[src/rtl/div_pkg.sv]
// Shared widths and constants for the pipelined linear-vectoring CORDIC divider.
package div_pkg;
   localparam int W     = 8;
   localparam int ITERS = 8;
   localparam int GUARD = 8;
   localparam int XW    = 16;
   localparam int YW    = 19;
   localparam int ZW    = 9;

   localparam logic [ZW-1:0] ONE_Q17 = 9'd128;
endpackage

[src/rtl/cordic_lin_stage.sv]
// One linear-vectoring CORDIC iteration with its pipeline register.
// The last stage also converts the non-restoring quotient into a floor.
module cordic_lin_stage
   import div_pkg::*;
#(
   parameter int SHIFT = 0,
   parameter bit LAST  = 1'b0
) (
   input  logic                 clk,
   input  logic                 rst,
   input  logic [XW-1:0]        x_i,
   input  logic signed [YW-1:0] y_i,
   input  logic signed [ZW-1:0] z_i,
   output logic [XW-1:0]        x_o,
   output logic signed [YW-1:0] y_o,
   output logic signed [ZW-1:0] z_o
);

   localparam logic signed [ZW-1:0] STEP = signed'(ONE_Q17 >> SHIFT);

   logic signed [YW-1:0] x_shift;
   logic signed [YW-1:0] y_d;
   logic signed [ZW-1:0] z_step;
   logic signed [ZW-1:0] z_d;

   logic [XW-1:0]        x_q;
   logic signed [YW-1:0] y_q;
   logic signed [ZW-1:0] z_q;

   // The low GUARD bits of x are zero, so this shift never drops a one.
   assign x_shift = signed'({{(YW-XW){1'b0}}, x_i >> SHIFT});

   always_comb begin
      y_d    = y_i;
      z_step = z_i;
      if (!y_i[YW-1]) begin
         y_d    = y_i - x_shift;
         z_step = z_i + STEP;
      end else begin
         y_d    = y_i + x_shift;
         z_step = z_i - STEP;
      end
      z_d = z_step;
      // A negative remainder means the last digit overshot by one LSB.
      if (LAST && y_d[YW-1]) begin
         z_d = z_step - 9'sd1;
      end
   end

   always_ff @(posedge clk) begin
      if (rst) begin
         x_q <= '0;
         y_q <= '0;
         z_q <= '0;
      end else begin
         x_q <= x_i;
         y_q <= y_d;
         z_q <= z_d;
      end
   end

   assign x_o = x_q;
   assign y_o = y_q;
   assign z_o = z_q;

endmodule

[src/rtl/div.sv]
// Free-running pipelined divider: C = min(255, floor(128*A/B)), 8-cycle latency.
// Operands enter stage 0 straight from the ports every clock.
module div
   import div_pkg::*;
(
   input  logic [W-1:0] A,
   input  logic [W-1:0] B,
   input  logic         clk,
   input  logic         rst,
   output logic [W-1:0] C
);

   logic [XW-1:0]        x_s [ITERS+1];
   logic signed [YW-1:0] y_s [ITERS+1];
   logic signed [ZW-1:0] z_s [ITERS+1];

   assign x_s[0] = {B, {GUARD{1'b0}}};
   assign y_s[0] = signed'({{(YW-W-GUARD){1'b0}}, A, {GUARD{1'b0}}});
   assign z_s[0] = '0;

   generate
      for (genvar gi = 0; gi < ITERS; gi++) begin : g_stage
         cordic_lin_stage #(
            .SHIFT(gi),
            .LAST (gi == ITERS-1)
         ) u_stage (
            .clk(clk),
            .rst(rst),
            .x_i(x_s[gi]),
            .y_i(y_s[gi]),
            .z_i(z_s[gi]),
            .x_o(x_s[gi+1]),
            .y_o(y_s[gi+1]),
            .z_o(z_s[gi+1])
         );
      end
   endgenerate

   // After correction z lies in [0,255], so its sign bit carries no information.
   assign C = z_s[ITERS][W-1:0];

   logic unused_tail;
   assign unused_tail = ^{x_s[ITERS], y_s[ITERS], z_s[ITERS][ZW-1]};

endmodule

[config.mk]
export PLATFORM = sky130hd
export DESIGN_NAME = div
export DESIGN_NICKNAME = d
export VERILOG_FILES = /design/src/rtl/div_pkg.sv /design/src/rtl/cordic_lin_stage.sv /design/src/rtl/div.sv
export SDC_FILE = /design/constraint.sdc
export NUM_CORES = 1
export LEC_CHECK = 0
export CORE_MARGIN = 1
export CORE_UTILIZATION = 63
export CTS_CLUSTER_DIAMETER = 120
export DETAILED_ROUTE_END_ITERATION = 10
export GPL_ROUTABILITY_DRIVEN = 0
export PLACE_DENSITY = 0.91
export SETUP_SLACK_MARGIN = 0.5
export SLEW_MARGIN = 5
export SYNTH_ARGS = -nofsm -noshare
export SYNTH_HDL_FRONTEND = slang
export SYNTH_SLANG_ARGS = --single-unit
[constraint.sdc]
create_clock -name clk -period 3.7 [get_ports clk]
set_input_delay 1.11 -clock clk [delete_from_list [all_inputs] [get_ports clk]]
set_output_delay 1.11 -clock clk [all_outputs]
set_load 0.03 [all_outputs]
==> reports/qor.csv, run 1 <==
stage,metric,value,unit
routing,first_iter_violations,542,
synthesis,ys_ff_latch,177,
clock_tree,h-tree-depth,4,
synthesis,ys_seq_area_share,34.1,%
die,row_count,46,
timing,max_freq,321,MHz
clock_tree,cts_made_buffers,17,
clock_tree,worstSkewPairLatency,440,ps
critical_path,startpoint_type,register,
synthesis,yosys_most_used_dff,dfxtp_1,
synthesis,ys_types,63,
die,io_pins,26,
final_layout,layout.cells.most_common,nor2_1,
routing,drtAntennaViolNets,0,
place,port-buffer-count,25,
clock_tree,cts-root-buf,clkbuf_16,
die,die_w,130,um
final_layout,finalNetCount,1362,
pwr,switchingPower,2.31,mW
clock_tree,cts_buffer_depth,2,
run,drv_cap,0,
worst_hold_path,hold_path_class,reg -> reg,
clock_tree,cts_tree,done,
timing,slew_viol_final,0,
global_route,track_usage,28.0,%
final_layout,diodes,0,
die,initial_utilization,64.9,%
timing,setup_tns,0,ps
die,die_h,130,um
status,status,finished clean,
synthesis,synthArstFlopShare,0,%
critical_path,worst_ep_required_time,4040,ps
pwr,p_sw_share,35.2,%
critical_path,worstSetupPathType,reg -> reg,
pwr,peakVddDrop,0.000464,V
routing,viasPerCell,5.96,
critical_path,worstPathArrival,3460,ps
final_layout,area_growth,11.7,%
timing,tightest_slew,746,ps
pwr,power_frac_seq,37.5,%
pwr,p_clk_share,26.2,%
global_route,antenna_found_initial,0,
pwr,p_comb_share,36.3,%
routing,post_drt_wl_per_cell,16.1,um
final_layout,layout_common_cells,"nor2_1, dfxtp_1, ha_1, a21oi_1, inv_1",
global_route,grt_pass1_wl,37500,um
synthesis,ys_warn_count,0,
synthesis,synth.avg_cell_area,8.80,um^2
synthesis,post_synth_instance_area,0.0104,mm^2
final_layout,drive_above_1_share,7.30,%
timing,period_needed,3110,ps
pwr,p_leak,5.42,nW
critical_path,critPathCaptureType,register,
clock_tree,clk_pin_slew_worst_paths,70,ps
timing,hold_viol,0,
timing,finalClockSkew,9.88,ps
routing,vias,8557,
die,dieArea,0.0170,mm^2
final_layout,fin_util,72.5,%
synthesis,synthesis.nets,1337,
routing,firstDrtPassIters,5,
timing,final.period_utilization,84.2,%
timing,hold_ws,494,ps
synthesis,synth_edf_count,0,
global_route,grt_max_degree,105,
routing,drc,0,
clock_tree,ctsHoldBuffers,0,
clock_tree,cts_num_sinks,177,
timing,rsz0062_at_grt,yes,
pwr,internal_power,4.25,mW
global_route,grt_pass1_vias,8344,
routing,routed_wl,23200,um
global_route,grt-ovfl-total,0,
timing,final-setup-viol-count,0,
place,dpl.hpwl,16300,um
die,coreArea,0.0160,mm^2
final_layout,fillerInstances,1065,
pwr,power_density,566,mW/mm^2
critical_path,cp_max_fo,6,
synthesis,synth_cells,1181,
timing,slew_headroom,49.9,%
==> cell type report <==
| class | instances | area (um^2) | area share (%) |
|---|---|---|---|
| Multi-Input combinational cell | 895 | 6570 | 56.6 |
| Clock inverter | 10 | 101 | 0.874 |
| Clock buffer | 22 | 464 | 4.00 |
| Tap cell | 216 | 270 | 2.33 |
| Timing Repair Buffer | 39 | 365 | 3.15 |
| Inverter | 76 | 285 | 2.46 |
| Sequential cell | 177 | 3540 | 30.6 |
==> worst paths after layout <==
check,start,endpoint,slack (ps),cells past startpoint
setup / recovery,g_stage[5].u_stage.x_o[12],g_stage[6].u_stage.y_o[18],590,12
hold / removal,g_stage[0].u_stage.x_o[8],g_stage[1].u_stage.x_o[8],490,2
setup reg to reg,g_stage[5].u_stage.x_o[12],g_stage[6].u_stage.y_o[18],590,12
hold reg to reg,g_stage[0].u_stage.x_o[8],g_stage[1].u_stage.x_o[8],490,2
==> power groups by stage <==
stage          Clock [mW]  Combinational, mW  Sequential (mW)
4_1_cts              1.73               2.33             2.45
3_3_place_gp            0               2.19             2.48
3_5_place_dp            0               2.28             2.49
2_1_floorplan           0               1.73             2.48
5_1_grt              1.81               2.63             2.48
6_report             1.72               2.38             2.46
==> synth_stat cells (3+ instances only) <==
library cell / instances / area (um^2)
a41oi_1: 3 / 26.3
o21ai_0: 38 / 190
o2111ai_1: 3 / 26.3
nand3_1: 10 / 50.1
nor4_1: 8 / 50.1
buf_1: 8 / 30.0
clkbuf_1: 25 / 93.8
nor3b_1: 7 / 52.6
or3_1: 3 / 18.8
and4_1: 4 / 35.0
a211oi_1: 13 / 97.6
dfxtp_1: 177 / 3540
nand2b_1: 5 / 31.3
a31oi_1: 22 / 138
a221oi_1: 3 / 26.3
fa_1: 12 / 240
nand2_1: 34 / 128
mux2_2: 12 / 135
o41ai_1: 4 / 35.0
a21o_1: 33 / 248
nor3_1: 33 / 165
a2111oi_0: 4 / 35.0
a311oi_1: 3 / 26.3
nor2_1: 178 / 668
a211o_1: 7 / 61.3
o31ai_1: 5 / 37.5
nand4_1: 6 / 37.5
xnor2_1: 44 / 385
inv_1: 76 / 285
and3_1: 11 / 68.8
ha_1: 126 / 1580
a21oi_1: 86 / 430
nor2b_1: 59 / 369
xor2_1: 65 / 569
or2_2: 3 / 18.8
o21a_1: 13 / 97.6
mux2i_1: 4 / 40.0
o211ai_1: 4 / 30.0
==> sequential cells by signal, summed over array words and instances (netlist names) <==
register             cells
g_stage.u_stage.x_o     56
g_stage.u_stage.y_o     90
g_stage.u_stage.z_o     31
==> repair_timing <==
action                     4_1_cts  5_1_grt
gates resized for setup          8       19
pin swaps                        1        4
setup endpoints to repair       11       13
buffers inserted                 0        1
==> worst max-delay path, stage by stage (launching register included) <==
cell      delay [ps]
dfxtp_1          350
nor3_4           210
and3_4           230
nor3b_2          190
ha_1             260
mux2_2           290
ha_4             300
and3_1           170
and3_1           170
a211o_1          190
a21boi_4          90
or2_2            320
o311ai_2         250
==> cell families (layout without fill, tap and decap cells) <==
family	Yosys count	count (layout)	synth area share (%)
buffers and inverters	109	147	3.94
flip-flops	177	177	34.1
adder cells (fa/ha/maj)	138	138	17.5
AND/OR/NAND/NOR	373	373	17.4
AO/OA/AOI/OAI	259	259	16.2
XOR/XNOR	109	109	9.19
multiplexers	16	16	1.69
==> per-layer routing <==
metal	vias to the layer above	share of wire, %	GRT usage, %
met5	-	0	0
met4	0	3.3	14.4
met3	74	4.3	5.25
met2	273	53	53.2
met1	4048	39	29.3
li1	4162	-	-
==> metrics by stage <==
| stage | worst slack, ps | cells | power [mW] | instance area [um^2] |
|---|---|---|---|---|
| floorplan | 535 | 1181 | 4.21 | 10400 |
| global route | 427 | 1435 | 6.93 | 11600 |
| CTS | 481 | 1434 | 6.51 | 11500 |
| global placement | 420 | 1402 | 4.67 | 10900 |
| detailed placement | 316 | 1402 | 4.77 | 10900 |
| finish | 586 | 1435 | 6.56 | 11600 |
Power figures use the tool's default switching activity.
==> run 2: changes to the inputs <==
==> constraint.sdc (replaced) <==
create_clock -name clk -period 3 [get_ports clk]
set_input_delay 0.9 -clock clk [delete_from_list [all_inputs] [get_ports clk]]
set_output_delay 0.9 -clock clk [all_outputs]
set_load 0.03 [all_outputs]
==> reports/qor.csv, run 2 <==
stage,metric,value,unit,change
die,row_count,46,,unchanged
clock_tree,cts_num_sinks,177,,unchanged
synthesis,synthArstFlopShare,0,%,unchanged
synthesis,synth_area_leader_cell,dfxtp_1,,
global_route,grt_max_degree,37,,
timing,crit_endpoint,g_stage[6].u_stage.y_o[18]$_SDFF_PP0_/D,,
clock_tree,ctsHoldBuffers,0,,unchanged
synthesis,ys_seq_area_share,34.1,%,unchanged
synthesis,yosys_most_used_dff,dfxtp_1,,
die,die_w,130,um,unchanged
synthesis,synth_edf_count,0,,unchanged
place,port-buffer-count,25,,unchanged
synthesis,synthesis.nets,1337,,unchanged
synthesis,synth_cells,1181,,unchanged
synthesis,synth_commonest_cells,"nor2_1, dfxtp_1, ha_1",,
status,status,stopped before the end,,
clock_tree,cts_buffer_depth,2,,unchanged
status,lastStage,global routing (5_1_grt),,
timing,endpoint_type,register data pin,,
synthesis,synthTopCellsByArea,"dfxtp_1, ha_1, nor2_1",,
status,error,[ERROR GRT-0232] Routing congestion too high. Check the congestion heatmap in the GUI.,,
clock_tree,cts_made_buffers,17,,unchanged
synthesis,synth.avg_cell_area,8.80,um^2,unchanged
clock_tree,h-tree-depth,4,,unchanged
synthesis,post_synth_instance_area,0.0104,mm^2,unchanged
place,dpl.hpwl,17200,um,+5.4%
synthesis,ys_ff_latch,177,,unchanged
synthesis,ys_types,63,,unchanged
synthesis,yosys.area.top_type_share,34.1,%,unchanged
global_route,grt-ovfl-total,5,,
synthesis,post-synth-top-count-cell,nor2_1,,
die,io_pins,26,,unchanged
clock_tree,cts-root-buf,clkbuf_16,,
global_route,track_usage,61.2,%,
synthesis,ys_warn_count,0,,unchanged
die,initial_utilization,64.9,%,unchanged
die,die_h,130,um,unchanged
[run 2: cells by family after synthesis]
kind of cell,Yosys count,share of synthesized area (%)
flip-flops,177,34.1
XOR/XNOR,109,9.19
AO/OA/AOI/OAI,259,16.2
buffers and inverters,109,3.94
adder cells (fa/ha/maj),138,17.5
AND/OR/NAND/NOR,373,17.4
multiplexers,16,1.69
[run 2: metrics by stage]
| stage | cell area (um^2) | instances | setup WS, ps | hold slack [ps] | TNS [ps] |
|---|---|---|---|---|---|
| floorplan | 10700 | 1181 | 110 | 436 | 0 |
| global placement | 11300 | 1424 | -12.9 | 456 | -12.9 |
| CTS | 13000 | 1530 | -41.1 | 492 | -81.0 |
| detailed placement | 11300 | 1424 | -110 | 465 | -224 |
[run 2: layer usage]
layer / GRT overflow / track usage, %
met4: 4 / 66.0
met1: 0 / 58.8
met3: 0 / 37.9
met2: 1 / 85.9
met5: 0 / 4.12
[run 2: repair_timing]
action                     4_1_cts
buffers inserted                76
setup endpoints to repair       40
gates resized for setup        133
pin swaps                       90
==> run 3: changes to the inputs <==
--- a/config.mk
+++ b/config.mk
@@ -6,12 +6,10 @@
 export NUM_CORES = 1
 export LEC_CHECK = 0
 export CORE_MARGIN = 1
-export CORE_UTILIZATION = 63
-export CTS_CLUSTER_DIAMETER = 120
+export CORE_UTILIZATION = 40
 export DETAILED_ROUTE_END_ITERATION = 10
 export GPL_ROUTABILITY_DRIVEN = 0
-export PLACE_DENSITY = 0.91
-export SETUP_SLACK_MARGIN = 0.5
+export PLACE_DENSITY_LB_ADDON = 0.15
 export SLEW_MARGIN = 5
 export SYNTH_ARGS = -nofsm -noshare
 export SYNTH_HDL_FRONTEND = slang
==> reports/qor.csv, run 3 (synthesis results as in run 1) <==
stage,metric,value,unit,change
status,status,finished clean,,
timing,slew_headroom,67.0,%,
critical_path,cp-endpoint,g_stage[6].u_stage.y_o[17],,
final_layout,layout_common_cells,"nor2_1, dfxtp_1, ha_1, a21oi_1, inv_1",,
routing,firstDrtPassIters,4,,
routing,routed_wl,22800,um,
pwr,p_leak,5.68,nW,
timing,max_freq,343,MHz,
global_route,antenna_found_initial,0,,
timing,hold_viol,0,,
place,placedCellCount,1560,,+9.6%
routing,viasPerCell,5.13,,
global_route,grt-ovfl-total,0,,
critical_path,slowest_stage,a2111oi_0,,
place,dpl.hpwl,17600,um,+2.2%
die,die_w,163,um,+25%
critical_path,r2r_start,g_stage[5].u_stage.x_o[10],,
timing,tightest_slew,495,ps,
critical_path,ff2ff_path_depth,12,,
routing,first_iter_violations,315,,
critical_path,ff2ff_setup_slack,80,ps,
die,dieArea,0.0266,mm^2,
critical_path,worstSetupPathType,reg -> reg,,
global_route,grt_max_degree,50,,
critical_path,worstPathArrival,3270,ps,
routing,post_drt_wl_per_cell,14.3,um,
timing,final-setup-viol-count,0,,
pwr,power_density,670,mW/mm^2,
clock_tree,cts_num_sinks,177,,unchanged
critical_path,cp_max_fo,4,,
final_layout,instances_no_fill,1595,,
timing,slew_viol_final,0,,
critical_path,worstSetupStartpoint,g_stage[5].u_stage.x_o[10],,
routing,drc,0,,
global_route,grt_pass1_vias,7800,,
clock_tree,h-tree-depth,4,,unchanged
timing,period_needed,2920,ps,
place,port-buffer-count,25,,unchanged
place,pre_cts_ws,-132,ps,-21.9 ps
critical_path,timing.rr.end,g_stage[6].u_stage.y_o[17],,
die,io_pins,26,,unchanged
timing,hold_ws,470,ps,
final_layout,largest_reg_flops,90,,
die,die_h,163,um,+25%
critical_path,cp_slowest_stage_delay,450,ps,
die,coreArea,0.0253,mm^2,
critical_path,crit_family,simple AND/OR/NAND/NOR gates,,
run,drv_cap,0,,
place,place_area,0.0114,mm^2,+0.38%
final_layout,fin_util,48.3,%,
critical_path,startpoint_type,register,,
final_layout,layout.cells.most_common,nor2_1,,
final_layout,final_cell_area,0.0122,mm^2,
clock_tree,cts_buffer_depth,2,,unchanged
final_layout,diodes,0,,
final_layout,area_growth,17.7,%,
pwr,power.total,8.20,mW,
routing,vias,8189,,
final_layout,drive_above_1_share,12.6,%,
critical_path,crit_buf_inv,0,,
timing,final.period_utilization,97.3,%,
timing,setup_tns,0,ps,
die,initial_utilization,41.0,%,-24 points
critical_path,worst_ep_required_time,3360,ps,
clock_tree,cts_tree,done,,
critical_path,crit_cells,12,,
worst_hold_path,hold_path_class,reg -> reg,,
global_route,grt_pass1_wl,37300,um,
critical_path,cp_cell_sequence,"nor3_4, and3_4, nor3b_4, ha_1, mux2_4, ha_4, a2111oi_0, a21oi_1, o21ai_2, nor3_1, nor4_2, mux2i_1",,
global_route,track_usage,17.5,%,
final_layout,finalNetCount,1408,,
timing,finalClockSkew,8.77,ps,
pwr,peakVddDrop,0.000398,V,
routing,drtAntennaViolNets,0,,
critical_path,critPathCaptureType,register,,
clock_tree,clk_pin_slew_worst_paths,70,ps,
clock_tree,cts-root-buf,clkbuf_16,,
clock_tree,worstSkewPairLatency,430,ps,
timing,fin_ws,81.7,ps,
die,row_count,58,,+26%
clock_tree,cts_made_buffers,17,,unchanged
run 3: worst min-delay path by stage:
| stage | startpoint | to | depth (start not counted) | slack, ps |
|---|---|---|---|---|
| floorplan | g_stage[0].u_stage.x_o[8] | g_stage[1].u_stage.x_o[8] | 2 | 440 |
| global placement | g_stage[0].u_stage.z_o[7] | g_stage[1].u_stage.z_o[7] | 2 | 460 |
| global route | g_stage[0].u_stage.x_o[8] | g_stage[1].u_stage.x_o[8] | 2 | 500 |
| CTS | g_stage[0].u_stage.x_o[9] | g_stage[1].u_stage.x_o[9] | 2 | 480 |
| detailed placement | g_stage[0].u_stage.x_o[9] | g_stage[1].u_stage.x_o[9] | 2 | 470 |
| finish | g_stage[0].u_stage.x_o[8] | g_stage[1].u_stage.x_o[8] | 2 | 470 |
run 3: worst reg2reg max path, stage by stage, from the launching register on:
cell and delay (ps):
dfxtp_2 330, nor3_4 180, and3_4 210, nor3b_4 180
ha_1 250, mux2_4 280, ha_4 170, a2111oi_0 450
a21oi_1 100, o21ai_2 90, nor3_1 80, nor4_2 310
mux2i_1 230
run 3: power by group:
part / total [mW] / internal [mW] / switching, mW
sequential: 3.01 / 2.78 / 0.222
clock: 2.22 / 1.22 / 1.00
combinational: 2.97 / 1.32 / 1.65
run 3: per-layer routing:
metal  routed length, um  GRT usage (%)  vias up  part of all wire [%]
met5                   0              0        -                     0
met2               11100           30.5       83                    49
met3                 414           2.67       25                   1.8
met1               10900           22.1     3827                    48
li1                    -              -     4254                     -
met4                 388           5.18        0                   1.7
run 3: final cells by class:
cell class	instances	area, um^2
clock inverters	13	138
repair buffers	85	702
flip-flops and latches	177	3550
clock buffers	19	453
inverters	76	285
fillers	2455	13100
multi-input cells	895	6690
well taps	330	413
run 3: timing repair:
action / CTS / global route
pin swaps: 0 / 19
setup endpoints to repair: 4 / 23
hold buffers: 0 / 0
setup buffers: 0 / 3
resized for setup: 4 / 44
